--- src/rtl/regfile_write_arbiter_pkg.sv ---
// Shared types and helpers for the register-file write arbiter.
// Optional drop counter: REGFILE_ARB_DROP_COUNT_EN.
package regfile_arb_pkg;

  typedef enum logic {
    CLEAR,
    RUN
  } arb_state_t;

  function automatic int addr_width(input int n);
    return $clog2(n);
  endfunction

endpackage

--- src/rtl/regfile_write_arbiter_if.sv ---
// Writeback requesters plus register-file write port.
// Master drives requests; slave is the arbiter.
interface regfile_write_arbiter_if
  import regfile_arb_pkg::*;
#(
  parameter int NRequesters   = 2,
  parameter int RegisterWidth = 32,
  parameter int NRegisters    = 32,
  parameter int AddrWidth     = addr_width(NRegisters)
);

  logic [NRequesters-1:0] reqValid;
  logic [NRequesters-1:0] reqReady;
  logic [NRequesters-1:0][AddrWidth-1:0] reqAddr;
  logic signed [NRequesters-1:0][RegisterWidth-1:0] reqData;

  logic wEn;
  logic [AddrWidth-1:0] wAddr;
  logic signed [RegisterWidth-1:0] wData;

  modport master (
    output reqValid, reqAddr, reqData,
    input  reqReady, wEn, wAddr, wData
  );

  modport slave (
    input  reqValid, reqAddr, reqData,
    output reqReady, wEn, wAddr, wData
  );

endinterface

--- src/rtl/regfile_write_arbiter_rr_arbiter.sv ---
// Combinational round-robin pick starting at ptr.
// Emits a one-hot grant and its index.
module rr_arbiter #(
  parameter int NRequesters = 2,
  localparam int IW = (NRequesters > 1) ? $clog2(NRequesters) : 1
) (
  input  logic [NRequesters-1:0] req,
  input  logic [IW-1:0]          ptr,
  input  logic                   en,
  output logic [NRequesters-1:0] grant,
  output logic [IW-1:0]          idx
);

  logic          found;
  logic [IW-1:0] c;

  // search ptr, ptr+1, ... and take the first request
  always_comb begin
    grant = '0;
    idx   = '0;
    found = 1'b0;
    c     = '0;
    for (int k = 0; k < NRequesters; k++) begin
      c = IW'((int'(ptr) + k) % NRequesters);
      if (en && !found && req[c]) begin
        found    = 1'b1;
        grant[c] = 1'b1;
        idx      = c;
      end
    end
  end

endmodule

--- src/rtl/regfile_write_arbiter.sv ---
// Round-robin owner of the register-file write port.
// Zeroes x1..xN-1 after reset/clearReq. Option: REGFILE_ARB_DROP_COUNT_EN.
module regfile_write_arbiter
  import regfile_arb_pkg::*;
#(
  parameter int NRequesters   = 2,
  parameter int RegisterWidth = 32,
  parameter int NRegisters    = 32,
  parameter int AddrWidth     = addr_width(NRegisters),
  localparam int IW = (NRequesters > 1) ? $clog2(NRequesters) : 1
) (
  input  logic clk,
  input  logic resetN,
  input  logic clearReq,
  output logic clearBusy,
  regfile_write_arbiter_if.slave bus
`ifdef REGFILE_ARB_DROP_COUNT_EN
  ,
  output logic [15:0] dropCount
`endif
);

  arb_state_t state;

  logic [AddrWidth-1:0] clearPtr;
  logic [IW-1:0] rrPtr;

  logic [NRequesters-1:0] grant;
  logic [IW-1:0] gIdx;
  logic anyGrant;
  logic grantEn;
  logic legal;
  logic [AddrWidth-1:0] gAddr;
  logic signed [RegisterWidth-1:0] gData;

  localparam logic [AddrWidth-1:0] LastAddr =
    AddrWidth'(NRegisters - 1);

  // a pending clearReq blocks the grant in its own cycle
  assign grantEn = (state == RUN) && !clearReq;

  rr_arbiter #(
    .NRequesters(NRequesters)
  ) u_rr (
    .req  (bus.reqValid),
    .ptr  (rrPtr),
    .en   (grantEn),
    .grant(grant),
    .idx  (gIdx)
  );

  assign bus.reqReady = grant;
  assign anyGrant     = |grant;
  assign gAddr        = bus.reqAddr[gIdx];
  assign gData        = bus.reqData[gIdx];
  assign legal        = (gAddr != '0) &&
                        (32'(gAddr) < 32'(NRegisters));
  assign clearBusy    = (state == CLEAR);

  // clear sequencer, rotation pointer and write-port registers
  always_ff @(posedge clk or negedge resetN) begin
    if (!resetN) begin
      state     <= CLEAR;
      clearPtr  <= AddrWidth'(1);
      rrPtr     <= '0;
      bus.wEn   <= 1'b0;
      bus.wAddr <= '0;
      bus.wData <= '0;
    end else begin
      unique case (state)
        CLEAR: begin
          bus.wEn   <= 1'b1;
          bus.wAddr <= clearPtr;
          bus.wData <= '0;
          clearPtr  <= clearPtr + AddrWidth'(1);
          if (clearPtr == LastAddr) begin
            state <= RUN;
          end
        end
        RUN: begin
          if (clearReq) begin
            state    <= CLEAR;
            clearPtr <= AddrWidth'(1);
            bus.wEn  <= 1'b0;
          end else if (anyGrant) begin
            rrPtr     <= IW'((int'(gIdx) + 1) % NRequesters);
            bus.wEn   <= legal;
            bus.wAddr <= gAddr;
            bus.wData <= gData;
          end else begin
            bus.wEn <= 1'b0;
          end
        end
        default: begin
          state <= CLEAR;
        end
      endcase
    end
  end

`ifdef REGFILE_ARB_DROP_COUNT_EN
  // saturating count of accepted writes to x0 or out of range
  always_ff @(posedge clk or negedge resetN) begin
    if (!resetN) begin
      dropCount <= '0;
    end else if (state == RUN && clearReq) begin
      dropCount <= '0;
    end else if (anyGrant && !legal &&
                 dropCount != 16'hFFFF) begin
      dropCount <= dropCount + 16'd1;
    end
  end
`endif

endmodule

--- src/flat_wrapper.sv ---
// flat-port wrapper written by rule: the top's interface ports become plain ports
module regfile_write_arbiter_flat import regfile_arb_pkg::*;
#(
  parameter int NRequesters   = 2,
  parameter int RegisterWidth = 32,
  parameter int NRegisters    = 32,
  parameter int AddrWidth     = addr_width(NRegisters),
  localparam int IW = (NRequesters > 1) ? $clog2(NRequesters) : 1
)
  (clk, resetN, clearReq, clearBusy, bus_reqValid, bus_reqAddr, bus_reqData, bus_reqReady, bus_wEn, bus_wAddr, bus_wData);
  regfile_write_arbiter_if #(.NRequesters(NRequesters), .RegisterWidth(RegisterWidth), .NRegisters(NRegisters), .AddrWidth(AddrWidth)) bus_i ();
  input  logic clk;
  input  logic resetN;
  input  logic clearReq;
  output logic clearBusy;
  input wire logic [$bits(bus_i.reqValid)-1:0] bus_reqValid;
  input wire logic [$bits(bus_i.reqAddr)-1:0] bus_reqAddr;
  input wire logic [$bits(bus_i.reqData)-1:0] bus_reqData;
  output wire logic [$bits(bus_i.reqReady)-1:0] bus_reqReady;
  output wire logic [$bits(bus_i.wEn)-1:0] bus_wEn;
  output wire logic [$bits(bus_i.wAddr)-1:0] bus_wAddr;
  output wire logic [$bits(bus_i.wData)-1:0] bus_wData;
  assign bus_i.reqValid = bus_reqValid;
  assign bus_i.reqAddr = bus_reqAddr;
  assign bus_i.reqData = bus_reqData;
  assign bus_reqReady = bus_i.reqReady;
  assign bus_wEn = bus_i.wEn;
  assign bus_wAddr = bus_i.wAddr;
  assign bus_wData = bus_i.wData;
  regfile_write_arbiter #(.NRequesters(NRequesters), .RegisterWidth(RegisterWidth), .NRegisters(NRegisters), .AddrWidth(AddrWidth)) u_core (.clk(clk), .resetN(resetN), .clearReq(clearReq), .clearBusy(clearBusy), .bus(bus_i));
endmodule
--- config.mk ---
export PLATFORM = sky130hd
export DESIGN_NAME = regfile_write_arbiter_flat
export DESIGN_NICKNAME = d
export VERILOG_FILES = /design/src/rtl/regfile_write_arbiter_pkg.sv /design/src/rtl/regfile_write_arbiter_if.sv /design/src/rtl/regfile_write_arbiter_rr_arbiter.sv /design/src/rtl/regfile_write_arbiter.sv /design/src/flat_wrapper.sv
export SDC_FILE = /design/constraint.sdc
export NUM_CORES = 1
export LEC_CHECK = 0
export CORE_MARGIN = 8
export CORE_UTILIZATION = 39
export CTS_CLUSTER_DIAMETER = 100
export CTS_CLUSTER_SIZE = 30
export DETAILED_ROUTE_END_ITERATION = 7
export PLACE_DENSITY = 0.81
export SETUP_SLACK_MARGIN = 0.1
export SLEW_MARGIN = 20
export SYNTH_ARGS = -nofsm -noshare
export SYNTH_HDL_FRONTEND = slang
export SYNTH_SLANG_ARGS = --single-unit
--- constraint.sdc ---
create_clock -name clk -period 1.6 [get_ports clk]
set_input_delay 0.32 -clock clk [delete_from_list [all_inputs] [get_ports clk]]
set_output_delay 0.32 -clock clk [all_outputs]
set_load 0.005 [all_outputs]
Yosys cells after proc, flatten, opt, wreduce, memory -nomap -nowiden
Cells that the tools add are included. W data, S select, Z words.

Add/subtract/negate cells: 3. Order comparisons: 5. Equality and inequality tests: 4. Multiplexer cells: 31. Bitwise operators: 3. Reduce and logical (&&, ||, !) cells: 12.

Operator list (number): $mux W32 (4); $pmux W32 S2 (1); $mux W5 (5); $pmux W5 S2 (2); $mux W1 (13); $logic_and A1 B1 Y1 (6); $lt A1 B2 Y1 const B (3); $ne A2 B2 Y1 const B (3); $add A5 B1 Y5 const B (1); $eq A5 B5 Y1 const B (1); $reduce_bool A5 Y1 (1); $mux W2 (2); $pmux W1 S2 (2); $reduce_and A3 Y1 (1); $add A1 B1 Y1 const B (2); $demux W1 S1 (2); $ge A1 B1 Y1 const B (2); $logic_not A1 Y1 (2); $not A1 Y1 (2); $or A2 B2 Y2 (1); $reduce_and A2 Y1 (1); $reduce_or A2 Y1 (1).

Flip-flop bits (word level): 45. Bits of input ports: 79. Output and inout port bits: 41. Logic and storage cells: 64.

Longest topological paths before layout
Gate-level depths: netlist (run 1).

Depth after elaboration: 14. Gate-level depth with buffers: 7. Gate-level depth less buffers: 4.

By module
Synthesis (run 1) repeated with hierarchy kept, for this count alone.

Cells, all modules: 173. Area total of the unflattened synthesis: 2208.4 sq um.

Modules (own cells, without submodules): regfile_write_arbiter (times used 1, cells each 167, area each 2182.1 sq um, seq. area each 1127.3 sq um); rr_arbiter (times used 1, cells each 6, area each 26.3 sq um, seq. area each 0.0 sq um).

Worst setup path after synthesis (run 1)
No wires, ideal clock.

Path type: reg2out. Start point: register u_core.state. End point: output port bus_reqReady[0]. Arrival: 1.148 ns. Data required time: 1.280 ns. Setup slack: 0.132 ns. Cell stages (with the launch flop): 7. Path buffers: 3. Path through: dfrtp_1 -> buf_2 -> nor2b_1 -> buf_2 -> o21ai_2 -> buf_2 -> nor2_1.

Cells in the longest elaborated chain, start to end: 7. Elaborated cells between the ends (all ways): 9. Those cells by class: mux: 3; bitwise: 1; reduce/logical: 5.

Ends and longest elaborated chain: from (decl) (RTL line regfile_write_arbiter.sv:23) `arb_state_t state;`; from (signal assigned) (RTL line regfile_write_arbiter.sv:63) `state <= CLEAR;`; from (signal assigned) (RTL line regfile_write_arbiter.sv:77) `state <= RUN;`; from (signal assigned) (RTL line regfile_write_arbiter.sv:82) `state <= CLEAR;`; $logic_and A1 B1 Y1 * (RTL line regfile_write_arbiter.sv:40) `assign grantEn = (state == RUN) && !clearReq;`; $logic_and A1 B1 Y1 (RTL line regfile_write_arbiter_rr_arbiter.sv:25) `if (en && !found && req[c]) begin`; $mux W1 (RTL line regfile_write_arbiter_rr_arbiter.sv:25); $logic_not A1 Y1 (RTL line regfile_write_arbiter_rr_arbiter.sv:25); $logic_and A1 B1 Y1 (2 in series) (RTL line regfile_write_arbiter_rr_arbiter.sv:25); $mux W2 * (RTL line regfile_write_arbiter_rr_arbiter.sv:25); to (decl) (RTL line flat_wrapper.sv:19) `output wire logic [$bits(bus_i.reqReady)-1:0] bus_reqReady;`.

Every way passes the cells marked *; elsewhere a longest branch is shown, timed or not.

Worst setup path in the final report (run 1)
Same ends and word-level chain as after synthesis.

==> run summary, run 1 <==
Comb power frac - 31.1%
Syn-to-layout area delta - 71.06%
Syn. warnings - 0
Pleak - 0.002119 uW
Power per Cell Area - 826.5 mW/mm^2
Clock power frac - 24.4%
Vias - 2,116
Synth area leaders - dfrtp_1, mux2i_1, o21ai_1
Total power - 3112 uW
Yosys top cell area share - 50.03%
Starting Density - 40.21%
Highest clock rate - 0.6724 GHz
Final WS setup - 0.1127 ns
Setup tns final - 0 ns
Internal Power - 2261 uW
TritonCTS clock tree - built
Seq pwr share - 44.5%
Most frequent cells in the layout - clkdlybuf4s50_1, dfrtp_1, mux2i_1
Fillers - 446
Crit path DAT - 1.17 ns
Final min period - 1.487 ns
Tot GR Track Use - 16.26%
Cell row count - 27
Total grt overflow - 0
Crit path capture type - output port
Die Span Y - 91.12 um
CTS Buffer Depth - 2
Pre-CTS setup slack - -0.5141 ns
CTS root buf - clkbuf_8
Mapped Nets - 290
IO Port Bufs - 119
Largest net degree at the start of global routing - 71
DP Wirelength - 5417 um
# nets final - 423
Crit share post-route - 92.96%
RR Endpoint - u_core.bus.wData[24]
Max FO, Critical Path - 2
Die area - 0.008303 sq mm
Slew HR - 69.57%
Clock Latency Late Sink - 0.29 ns
Final Hold Vio Count - 0
Layout cells sized above 1 - 12.54%
Num Clock Sinks - 45
Maximum vdd drop - 0.3803 mV
Max-Cap Viols - 0
Critical Path, Cell by Cell - nor2b_4 -> o21ai_4 -> nor2_1 -> buf_2
CP Buf/Inv Count - 1
Pre-Repair DR Iteration Count - 4
Req. time, crit path - 1.28 ns
Final instance area - 0.003765 sq mm
Post-synth cell types - 28
IO Count - 120
Commonest non-fill, non-tap cell in the layout - clkdlybuf4s50_1
Cells after synthesis - 209
Delay-heaviest family, CP - flip-flops
DP Cell Count - 400
RSZ-0062 raised after global routing - true
Setup-failing EPs final - 0
Sw Ratio - 27.33%
Sequential area share after synthesis - 51.22%
GPL Wtd Cong - 0.7564
First-pass GRT wire length - 11,030 um
Worst path slowest cell - dfrtp_1
CP max stage delay - 0.37 ns
Cell Area, Placed - 0.003543 sq mm
WL final - 6899 um
Post-route ant nets - 0
Syn Area/Cell - 10.53 sq um
Worst Max-Slew Pin Slew - 0.4565 ns
Post-synth EDFFs - 0
Vias/cell - 5.099
R2R depth - 6
Top_reg_cell synth - dfrtp_1
Drc violations - 0
Yosys reg bits - 45
Post-route insts no fill - 415
WL per Instance - 16.62 um
R2r startpoint - u_core.rrPtr
Core footprint - 0.005473 sq mm
Hold WC Path Type - input pin to async pin
CTS H-tree depth - 2
Ant diodes - 0
Initial antenna violation count - 0
Slew Viols, Final - 0
Outcome - completed
Critical path depth - 4
Critical path class - flop to output port
Ys async rst share - 100.0%
Synth area leader - dfrtp_1
Critical path launch point type - flop
Worst clock skew - 0.005318 ns
Die span in x - 91.12 um
DRT iter0 DRCs - 75
Switching Power - 850.3 uW
Post-Syn Area - 0.002201 sq mm
Worst reg2reg setup slack - 0.15 ns
Vias in the first global route - 2,235
CTS Buf Count - 5
Worst-path clk slew - 0.08 ns
==> routing by layer <==
metal,routed length [um],GRT usage (%)
met5,0,0
met1,2890,18.35
met3,567,7.160
met2,3412,27.75
met4,29,3.411
==> worst register-to-register path: cells and delay by family, from the launching register on <==
kind / cells / cell delay [ns]
buffers and inverters: 3 / 0.42
AO/OA/AOI/OAI: 2 / 0.23
flip-flops: 1 / 0.41
multiplexers: 1 / 0.26
==> how the worst max path moves through the flow <==
| stage | start | end |
|---|---|---|
| after floorplan | u_core.state | bus_reqReady[0] |
| after global placement | clearReq | bus_reqReady[0] |
| after detailed placement | clearReq | bus_reqReady[0] |
| after CTS | u_core.state | bus_reqReady[0] |
| after global routing | u_core.rrPtr | u_core.bus.wData[23] |
| final | u_core.state | bus_reqReady[0] |
==> Yosys cell counts (3+ instances only) <==
cell and number:
dfrtp_1 44, mux2i_1 37, o21ai_1 33, nand3_1 32
buf_4 8, nor2_1 8, a21oi_1 6, buf_2 5
a22o_1 4, o22ai_1 4, buf_1 3
==> per-stage QoR <==
stage	hold slack (ns)	util, %
2_1_floorplan	0.02441	-
3_3_place_gp	0.1874	64.75
3_5_place_dp	0.1919	64.75
4_1_cts	0.4094	67.03
5_1_grt	0.4201	68.79
6_report	0.4157	68.79
==> power groups by stage <==
| stage | registers [uW] | clock network (uW) | logic (uW) |
|---|---|---|---|
| 3_5_place_dp | 1410 | 0 | 937 |
| 2_1_floorplan | 1400 | 0 | 420 |
| 4_1_cts | 1390 | 772 | 954 |
| 5_1_grt | 1400 | 831 | 1060 |
| 3_3_place_gp | 1410 | 0 | 905 |
| 6_report | 1390 | 758 | 968 |
==> registers in the layout (all words and copies together) (netlist names) <==
register	flops
u_core.rrPtr	1
u_core.bus.wData	32
u_core.clearPtr	5
u_core.state	1
u_core.bus.wEn	1
u_core.bus.wAddr	5
==> what timing repair did <==
| item | in CTS | in global routing |
|---|---|---|
| hold buffers | 1 | 0 |
| endpoints found under the setup margin | 56 | 38 |
| resized for setup | 32 | 28 |
| pin swaps | 1 | 1 |
| endpoints found under the hold margin | 6 | 0 |
| buffers inserted | 4 | 2 |
==> layout make-up <==
cell class | instances | area, sq um | area share, %
Clock buffer | 7 | 96.34 | 2.559
Timing Repair Buffer | 143 | 1436 | 38.15
Tap cell | 72 | 90.09 | 2.393
Clock inverter | 1 | 5.005 | 0.1329
Multi-Input combinational cell | 144 | 998.5 | 26.52
Sequential cell | 45 | 1127 | 29.94
Inverter | 3 | 11.26 | 0.2991
==> kinds of logic after synthesis <==
logic type               share of synthesized area [%]
AO/OA/AOI/OAI                                    14.50
AND/OR/NAND/NOR                                  11.20
flip-flops                                       51.22
multiplexers                                     16.83
buffers and inverters                            5.116
adder cells (fa/ha/maj)                          1.137
Power figures use the tool's default switching activity.
==> run 2: changes to the inputs <==
--- a/config.mk
+++ b/config.mk
@@ -12,7 +12,6 @@
 export DETAILED_ROUTE_END_ITERATION = 7
 export PLACE_DENSITY = 0.81
 export SETUP_SLACK_MARGIN = 0.1
-export SLEW_MARGIN = 20
 export SYNTH_ARGS = -nofsm -noshare
 export SYNTH_HDL_FRONTEND = slang
 export SYNTH_SLANG_ARGS = --single-unit
==> results of run 2 <==
Same layout as run 1: the final DEF is identical, and so are final timing and power.
==> run 3: changes to the inputs <==
--- a/config.mk
+++ b/config.mk
@@ -5,6 +5,7 @@
 export SDC_FILE = /design/constraint.sdc
 export NUM_CORES = 1
 export LEC_CHECK = 0
+export CAP_MARGIN = 10
 export CORE_MARGIN = 8
 export CORE_UTILIZATION = 39
 export CTS_CLUSTER_DIAMETER = 100
==> results of run 3 <==
Same layout as run 1: the final DEF is identical, and so are final timing and power.
